### src/rtl/spi_pkg.sv
// Shared definitions for the SPI slave front end.
//   - FSM state encoding
//   - 2-bit command codes carried in frame bits [9:8]
//   - default frame / read-data widths
//   - helper that classifies the first frame bit as read or write
package spi_pkg;

    localparam int DEF_FRAME_W = 10;
    localparam int DEF_DATA_W  = 8;

    typedef enum logic [2:0] {
        ST_IDLE      = 3'd0,
        ST_CHK_CMD   = 3'd1,
        ST_WRITE     = 3'd2,
        ST_READ_ADD  = 3'd3,
        ST_READ_DATA = 3'd4
    } state_t;

    localparam logic [1:0] CMD_WR_ADDR = 2'b00;
    localparam logic [1:0] CMD_WR_DATA = 2'b01;
    localparam logic [1:0] CMD_RD_ADDR = 2'b10;
    localparam logic [1:0] CMD_RD_DATA = 2'b11;

    // Frame bit 9 alone separates reads from writes; bit 8 is left to the memory.
    function automatic logic is_read_cmd(input logic bit9);
        return bit9 == CMD_RD_ADDR[1];
    endfunction

endpackage

### src/rtl/spi_tx_shifter.sv
// MSB-first parallel-load shifter driving the registered MISO line.
// Ports:
//   clk, rst_n : clock, synchronous active-low reset
//   i_clear    : abandon any transfer, MISO to 0, drop done
//   i_load     : capture i_data, present its MSB on o_miso next edge
//   i_data     : parallel read data
//   o_miso     : registered serial output (0 when idle)
//   o_busy     : a transfer is in progress
//   o_done     : sticky, all bits sent (until i_clear)
//   o_last     : this edge ends the transfer (MISO returns to 0)
module spi_tx_shifter
    import spi_pkg::*;
#(
    parameter int DATA_W = DEF_DATA_W
) (
    input  logic              clk,
    input  logic              rst_n,
    input  logic              i_clear,
    input  logic              i_load,
    input  logic [DATA_W-1:0] i_data,
    output logic              o_miso,
    output logic              o_busy,
    output logic              o_done,
    output logic              o_last
);

    localparam int CNT_W = $clog2(DATA_W + 1);

    logic [DATA_W-1:0] r_shift;
    logic [CNT_W-1:0]  r_cnt;
    logic              r_miso;
    logic              r_busy;
    logic              r_done;

    // r_cnt counts bits already presented on MISO; after DATA_W of them the
    // next edge returns the line to 0.
    assign o_last = r_busy && (r_cnt == CNT_W'(DATA_W));

    always_ff @(posedge clk) begin
        if (!rst_n || i_clear) begin
            r_shift <= '0;
            r_cnt   <= '0;
            r_miso  <= 1'b0;
            r_busy  <= 1'b0;
            r_done  <= 1'b0;
        end else if (i_load) begin
            r_shift <= {i_data[DATA_W-2:0], 1'b0};
            r_miso  <= i_data[DATA_W-1];
            r_cnt   <= CNT_W'(1);
            r_busy  <= 1'b1;
        end else if (o_last) begin
            r_miso  <= 1'b0;
            r_busy  <= 1'b0;
            r_done  <= 1'b1;
        end else if (r_busy) begin
            r_miso  <= r_shift[DATA_W-1];
            r_shift <= {r_shift[DATA_W-2:0], 1'b0};
            r_cnt   <= r_cnt + CNT_W'(1);
        end
    end

    assign o_miso = r_miso;
    assign o_busy = r_busy;
    assign o_done = r_done;

endmodule

### src/rtl/spi_slave_ctrl.sv
// SPI slave serial front end: collects MOSI frames (dummy bit + 10 bits,
// MSB first) into words for the data memory and shifts memory read data
// back out on MISO. SPI bit clock is clk.
// Ports:
//   clk, rst_n : clock, synchronous active-low reset
//   SS_n       : slave select, active low, frames a transaction
//   MOSI       : serial data in, MSB first
//   MISO       : registered serial read data out, MSB first
//   rx_data    : last complete received word ([9:8] command, [7:0] payload)
//   rx_valid   : one-cycle strobe for a new rx_data word
//   tx_data    : memory read data
//   tx_valid   : memory read data valid
module spi_slave_ctrl
    import spi_pkg::*;
#(
    parameter int FRAME_W = DEF_FRAME_W,
    parameter int DATA_W  = DEF_DATA_W
) (
    input  logic               clk,
    input  logic               rst_n,
    input  logic               SS_n,
    input  logic               MOSI,
    output logic               MISO,
    output logic [FRAME_W-1:0] rx_data,
    output logic               rx_valid,
    input  logic [DATA_W-1:0]  tx_data,
    input  logic               tx_valid
);

    localparam int CNT_W = $clog2(FRAME_W + 1);

    state_t             r_state;
    state_t             w_state_next;
    logic [FRAME_W-2:0] r_rx_shift;
    logic [FRAME_W-1:0] r_rx_data;
    logic               r_rx_valid;
    logic               r_rd_addr_seen;
    logic [CNT_W-1:0]   r_bit_cnt;

    logic w_abort;
    logic w_rx_shift;
    logic w_rx_complete;
    logic w_tx_load;
    logic w_tx_miso;
    logic w_tx_busy;
    logic w_tx_done;
    logic w_tx_last;

    always_ff @(posedge clk) begin
        if (!rst_n) r_state <= ST_IDLE;
        else        r_state <= w_state_next;
    end

    always_comb begin
        w_state_next  = r_state;
        w_abort       = 1'b0;
        w_rx_shift    = 1'b0;
        w_rx_complete = 1'b0;
        w_tx_load     = 1'b0;
        case (r_state)
            ST_IDLE: begin
                // The MOSI bit on this edge is the dummy bit and is dropped.
                if (!SS_n) w_state_next = ST_CHK_CMD;
            end
            ST_CHK_CMD: begin
                if (SS_n) begin
                    w_state_next = ST_IDLE;
                    w_abort      = 1'b1;
                end else begin
                    w_rx_shift = 1'b1;
                    if (!is_read_cmd(MOSI))  w_state_next = ST_WRITE;
                    else if (r_rd_addr_seen) w_state_next = ST_READ_DATA;
                    else                     w_state_next = ST_READ_ADD;
                end
            end
            ST_WRITE, ST_READ_ADD, ST_READ_DATA: begin
                if (SS_n) begin
                    w_state_next = ST_IDLE;
                    w_abort      = 1'b1;
                end else if (r_bit_cnt < CNT_W'(FRAME_W)) begin
                    w_rx_shift    = 1'b1;
                    w_rx_complete = (r_bit_cnt == CNT_W'(FRAME_W - 1));
                end else if (r_state == ST_READ_DATA && !w_tx_busy && !w_tx_done
                             && tx_valid) begin
                    // tx_valid is only meaningful once the memory has decoded a
                    // read-data word, i.e. here.
                    w_tx_load = 1'b1;
                end
                // Otherwise the frame is finished: wait for SS_n to rise.
            end
            default: begin
                w_state_next = ST_IDLE;
                w_abort      = 1'b1;
            end
        endcase
    end

    always_ff @(posedge clk) begin
        if (!rst_n) begin
            r_rx_shift     <= '0;
            r_rx_data      <= '0;
            r_rx_valid     <= 1'b0;
            r_rd_addr_seen <= 1'b0;
            r_bit_cnt      <= '0;
        end else begin
            r_rx_valid <= w_rx_complete;
            if (w_abort) begin
                r_bit_cnt <= '0;
            end else if (w_rx_shift) begin
                r_rx_shift <= {r_rx_shift[FRAME_W-3:0], MOSI};
                r_bit_cnt  <= r_bit_cnt + CNT_W'(1);
            end
            if (w_rx_complete) begin
                r_rx_data <= {r_rx_shift, MOSI};
                if (r_state == ST_READ_ADD) r_rd_addr_seen <= 1'b1;
            end
            if (w_tx_last && !w_abort) r_rd_addr_seen <= 1'b0;
        end
    end

    spi_tx_shifter #(
        .DATA_W (DATA_W)
    ) u_tx (
        .clk     (clk),
        .rst_n   (rst_n),
        .i_clear (w_abort),
        .i_load  (w_tx_load),
        .i_data  (tx_data),
        .o_miso  (w_tx_miso),
        .o_busy  (w_tx_busy),
        .o_done  (w_tx_done),
        .o_last  (w_tx_last)
    );

    assign MISO     = w_tx_miso;
    assign rx_data  = r_rx_data;
    assign rx_valid = r_rx_valid;

endmodule

### config.mk
export PLATFORM = sky130hd
export DESIGN_NAME = spi_slave_ctrl
export DESIGN_NICKNAME = d
export VERILOG_FILES = /design/src/rtl/spi_pkg.sv /design/src/rtl/spi_tx_shifter.sv /design/src/rtl/spi_slave_ctrl.sv
export SDC_FILE = /design/constraint.sdc
export NUM_CORES = 1
export LEC_CHECK = 0
export CAP_MARGIN = 20
export CORE_AREA = 2 2 65 67
export CTS_CLUSTER_SIZE = 40
export DETAILED_ROUTE_END_ITERATION = 6
export DIE_AREA = 0 0 67 69
export GPL_TIMING_DRIVEN = 0
export PLACE_DENSITY = 0.81
export SETUP_SLACK_MARGIN = 0.4
export SYNTH_ARGS = -nofsm -noshare
export SYNTH_HDL_FRONTEND = slang
export SYNTH_SLANG_ARGS = --single-unit
### constraint.sdc
create_clock -name clk -period 1.9 [get_ports clk]
set_input_delay 0.38 -clock clk [delete_from_list [all_inputs] [get_ports clk]]
set_output_delay 0.38 -clock clk [all_outputs]
set_load 0.005 [all_outputs]
* Word level (Yosys, flattened, before mapping)
Index checks and enable logic that the tools add are counted.
** Word-level totals
- Input bits :: 13
- Register bits after elaboration :: 42
- Logic and storage cells :: 83
** Operators by class
- Add/sub/neg operators :: 2
- Reductions and logical operators :: 25
- Equal/unequal tests :: 9
- Order comparisons :: 1
- Bitwise logic cells :: 4
- Muxes and demuxes :: 30
** Operators by type and width (count)
- $mux W8 :: 3
- $mux W1 :: 19
- $mux W3 :: 5
- $reduce_and A2 Y1 :: 6
- $pmux W3 S3 :: 1
- $add A4 B1 Y4 const B :: 2
- $eq A4 B4 Y1 const B :: 2
- $eq A3 B2 Y1 const B :: 2
- $reduce_or A2 Y1 :: 3
- $logic_and A1 B1 Y1 :: 5
- $logic_not A1 Y1 :: 4
- $lt A4 B4 Y1 const B :: 1
- $ne A2 B2 Y1 const B :: 2
- $not A1 Y1 :: 4
- $pmux W1 S2 :: 2
- $reduce_bool A2 Y1 :: 2
- $reduce_or A4 Y1 :: 1
- $eq A3 B1 Y1 const B :: 1
- $eq A3 B3 Y1 const B :: 1
- $logic_not A3 Y1 :: 1
- $reduce_bool A3 Y1 :: 1
- $reduce_or A3 Y1 :: 1
- $ne A2 B1 Y1 const B :: 1
- $logic_or A1 B1 Y1 :: 1

* Logic depth before layout (Yosys ltp)
- Depth after elaboration :: 10
- Depth in mapped cells :: 7
- Mapped depth without buffers :: 6

* By module
From an unflattened synthesis, not the netlist that was laid out.
** Second synthesis, totals
- Cell total of the unflattened synthesis :: 201
- Area, all modules :: 1935.6 um^2
** By module, submodules not included
- spi_slave_ctrl :: instances 1, cells each 122, sequential area each 560.5 um^2, area an instance 1221.2 um^2
- spi_tx_shifter :: instances 1, cells each 79, sequential area each 280.3 um^2, area an instance 714.4 um^2

* Worst setup path after synthesis
OpenSTA, ideal clock, no wires.
- Path kind :: reg-to-reg
- Start point :: register r_state[0]
- End point :: register r_rx_data[0], in the netlist rx_data[0]
- Clock period less this slack :: 1.762 ns
- Data arrival time :: 1.634 ns
- Library setup time :: 0.128 ns
- Buffers on the path :: 2
- Cell stages (with the launch flop) :: 7
- Path slack :: 0.138 ns
- Cell sequence :: dfxtp_1 buf_6 or3b_4 a2111oi_4 buf_6 mux2i_1 nor2_1
** On the way
- Longest elaborated chain between the ends :: 3
- Elaborated cells on any way between the ends :: 5
** RTL lines
- start: declaration :: line spi_slave_ctrl.sv:32 : state_t r_state;
- start signal: assignment :: line spi_slave_ctrl.sv:51 : else r_state <= w_state_next;
- $eq A3 B3 Y1 or $eq A3 B2 Y1 (tied branches) :: line spi_slave_ctrl.sv:60 : case (r_state)
- $reduce_or A3 Y1 * :: line spi_slave_ctrl.sv:60
- $mux W1 * :: line spi_slave_ctrl.sv:60
- end signal: assignment :: line spi_slave_ctrl.sv:114 : r_rx_data <= {r_rx_shift, MOSI};
- end: declaration :: line spi_slave_ctrl.sv:35 : logic [FRAME_W-1:0] r_rx_data;
Mark *: on every way between the ends. The rest lies on a longest branch, timed or not.
A chain may end at the register's enable or synchronous reset.

* Worst setup path in the final report
- Start point :: register r_state[0]
- End point :: register r_rx_data[5], in the netlist rx_data[5]
The elaborated chain is that of the path after synthesis.

==> impl_metrics.tcl <==
set metrics [dict create \
    post-route-util_pct 64.2 \
    ys.flop_type "dfxtp_1" \
    final_common_cell "dfxtp_1" \
    fp.dieW_um 67 \
    comb_power_share_pct 8.5 \
    hp-start "r_rx_shift[8]$_SDFFE_PN0P_" \
    syn_nets 216 \
    p_switching_uw 385 \
    synthXorXnorAreaFrac_pct 1.44 \
    ys_types 40 \
    hpwl_mm 2.44 \
    slew_headroom_pct 71.6 \
    finalCritPeriodShare_pct 95.1 \
    row_count 23 \
    finalInstanceArea_mm2 0.00251 \
    holdPathEnd "r_rx_shift[8]$_SDFFE_PN0P_" \
    grt_setup_unrepaired "true" \
    layout_common_cells "dfxtp_1, mux2i_1, nand2_1" \
    grt_max_degree 14 \
    vias 1560 \
    reg2regPathDepth 6 \
    grt_pass1_vias 1390 \
    routed_wl_mm 4.07 \
    drt-met1-wl_mm 1.76 \
    mappedNetlistArea_mm2 0.00183 \
    drtIter0Drc 45 \
    cts_hold_buf 0 \
    period_minus_slack_ns 1.81 \
    reg2reg_slack_ns 0.09 \
    timing.hold.ws_ns 0.465 \
    synth_top_family_by_area "simple AND/OR/NAND/NOR gates" \
    top_layer "met4" \
    ant_nets 0 \
    synth_adder_area_share_pct 2.74 \
    first_pass_iters 4 \
    synth_seq_area_share_pct 46.0 \
    htreeDepth 2 \
    ios 25 \
    synth_edf_count 0 \
    worst_pin_slew_ns 0.425 \
    cts-buffers-inserted 5 \
    via_per_inst 5.29 \
    insertion_delay_ns 0.30 \
    status "finished, final reports clean" \
    initial_core_util_pct 46.7 \
    core_mm2 0.00391 \
    nFillCells 324 \
    postSynthCellCount 199 \
    worstPathCellList "buf_6, or3b_4, a2111oi_4, buf_4, mux2i_1, nor2_1" \
    holdPathStages 2 \
    wl_per_cell_um 13.8 \
    crit_required_ns 2.08 \
    ir_worst_vdd_mv 0.563 \
    power_density_mw_per_mm2 649 \
    layout.nets 261 \
    routabilityCongestion 0.779 \
    min_path_type "register to register" \
    critPathLaunchType "register" \
    seqPwrFrac_pct 54.5 \
    ys_warn_count 0 \
    synthMuxAreaShare_pct 11.5 \
    cts_buffer_depth 2 \
    p_int_uw 1240 \
    grt_pass1_wl_mm 6.38 \
    critPathMaxStageDelay_ns 0.40 \
    grt.total_usage_pct 17.8 \
    leakage_uw 0.000981 \
    dpl_cell_area_mm2 0.00213 \
    portBuffers 23 \
    die_y_um 69 \
    wl_met3_um 145 \
    tritoncts "done" \
    synthToLayoutAreaGrowth_pct 37.5 \
    finalClockSkew_ns 0.00419 \
    syn_area_per_cell_um2 9.18 \
    finalHoldViolations 0 \
    yosys.area_share.simple_pct 18.3 \
    drv_cap 0 \
    synth-compound-area-share_pct 14.8 \
    arrival_ns 1.99 \
    layout-drive-gt1-share_pct 27.8 \
    clk_pin_slew_ns 0.08 \
    crit_slowest_cell "a2111oi_4" \
    crit_fanout 5 \
    final-setup-viol-count 0 \
    r2r-start "r_state[0]$_SDFFE_PN0P_" \
    cts-root-buf "clkbuf_8" \
    setup_tns_ns 0 \
    wl_met2_mm 2.08 \
    rr_endpoint "rx_data[5]$_SDFFE_PN0P_" \
    async_reset_ff_share_pct 0 \
    p_clk_share_pct 36.9 \
    dieArea_mm2 0.00462 \
    clock-sinks 42 \
    yosys_register_bits 42 \
    drv_slew 0 \
    switching_share_pct 23.6 \
    grt_overflow 0 \
    antenna_cells 0 \
    antenna_found_initial 0 \
    fmax_mhz 553 \
    drc_errors 0 \
    cp-end-kind "register" \
    critPathKind "register to register" \
]
worst max-delay path, delay by kind of cell (launching register included):
family,cells,cell delay (ns)
AO/OA/AOI/OAI,1,0.40
buffers and inverters,2,0.35
flip-flops,1,0.32
multiplexers,1,0.18
AND/OR/NAND/NOR,2,0.43
per-stage QoR:
step | power, uW | setup WS (ns) | instances
after detailed placement | 1000 | -0.0296 | 272
after CTS | 1610 | 0.137 | 287
after floorplan | 964 | 0.213 | 199
after global placement | 1000 | -0.0480 | 272
after global routing | 1700 | -0.0124 | 295
final | 1630 | 0.0931 | 295
power by group through the flow:
| stage | sequential, uW | clock (uW) | combinational (uW) |
|---|---|---|---|
| floorplan | 908 | 0 | 55.9 |
| global placement | 908 | 0 | 93.9 |
| detailed placement | 909 | 0 | 95.3 |
| CTS | 888 | 613 | 113 |
| global route | 889 | 665 | 148 |
| finish | 889 | 602 | 139 |
how the worst max path moves through the flow:
stage / from / endpoint / slack (ns) / cells after the start
5_1_grt: r_state[2]$_SDFFE_PN0P_ / rx_data[6]$_SDFFE_PN0P_ / -0.01 / 6
3_5_place_dp: tx_valid / u_tx.o_miso$_SDFFE_PP0P_ / -0.03 / 6
3_3_place_gp: tx_valid / u_tx.o_miso$_SDFFE_PP0P_ / -0.05 / 6
6_report: r_state[0]$_SDFFE_PN0P_ / rx_data[5]$_SDFFE_PN0P_ / 0.09 / 6
4_1_cts: r_state[0]$_SDFFE_PN0P_ / rx_data[3]$_SDFFE_PN0P_ / 0.14 / 6
2_1_floorplan: r_state[0]$_SDFFE_PN0P_ / rx_data[0]$_SDFFE_PN0P_ / 0.21 / 6
state kept, by name, indices dropped and copies added, names as in the netlist:
name and flops:
r_bit_cnt 4, u_tx.o_miso 1, rx_valid 1, r_rx_shift 9, r_rd_addr_seen 1, u_tx.r_cnt 4
u_tx.o_done 1, u_tx.r_shift 7, rx_data 10, r_state 3, u_tx.o_busy 1
cell usage after synthesis, drive strengths merged (2+ instances only):
| cell type | n | share of area, % |
|---|---|---|
| nand4 | 2 | 0.68 |
| o21ai | 4 | 1.1 |
| or2 | 2 | 0.69 |
| a2111oi | 2 | 2.0 |
| ha | 4 | 2.7 |
| nand3 | 8 | 2.2 |
| nand2b | 3 | 1.0 |
| and2 | 2 | 0.68 |
| a22oi | 6 | 2.5 |
| dfxtp | 42 | 46 |
| and3 | 2 | 0.68 |
| buf | 4 | 1.9 |
| clkbuf | 8 | 1.6 |
| a211oi | 2 | 0.82 |
| o31ai | 2 | 0.82 |
| o21a | 2 | 0.82 |
| or4 | 2 | 0.82 |
| nor2 | 19 | 3.9 |
| inv | 8 | 1.6 |
| mux2i | 21 | 12 |
| nand2 | 23 | 4.7 |
| a21oi | 16 | 4.4 |
| xor2 | 2 | 0.96 |
repair_timing:
item                       CTS  global route
cloned                       1             2
gates resized for setup     29            50
pin swaps                    2            11
setup buffers                6             6
setup endpoints to repair   47            40
logic make-up after synthesis:
logic type | after synthesis
simple gates | 70
compound gates | 39
flops | 42
fa+ha+maj | 4
mux | 21
xor+xnor | 3
buf+inv | 20
per-layer routing:
layer / global-route usage [%] / up-vias
li1: - / 784
met1: 24.0 / 739
met2: 26.5 / 29
met3: 4.89 / 8
met4: 7.26 / 0
met5: 0 / -
layout make-up:
| cell class | instances | area [um^2] | area share (%) |
|---|---|---|---|
| Multi-Input combinational cell | 137 | 1010 | 40.1 |
| Sequential cell | 42 | 851 | 33.9 |
| Timing Repair Buffer | 38 | 360 | 14.3 |
| Buffer | 12 | 104 | 4.14 |
| Clock buffer | 6 | 82.6 | 3.29 |
| Tap cell | 50 | 62.6 | 2.49 |
| Inverter | 8 | 32.5 | 1.30 |
| Clock inverter | 2 | 12.5 | 0.498 |
No activity file was read; power rests on OpenSTA's default activity.
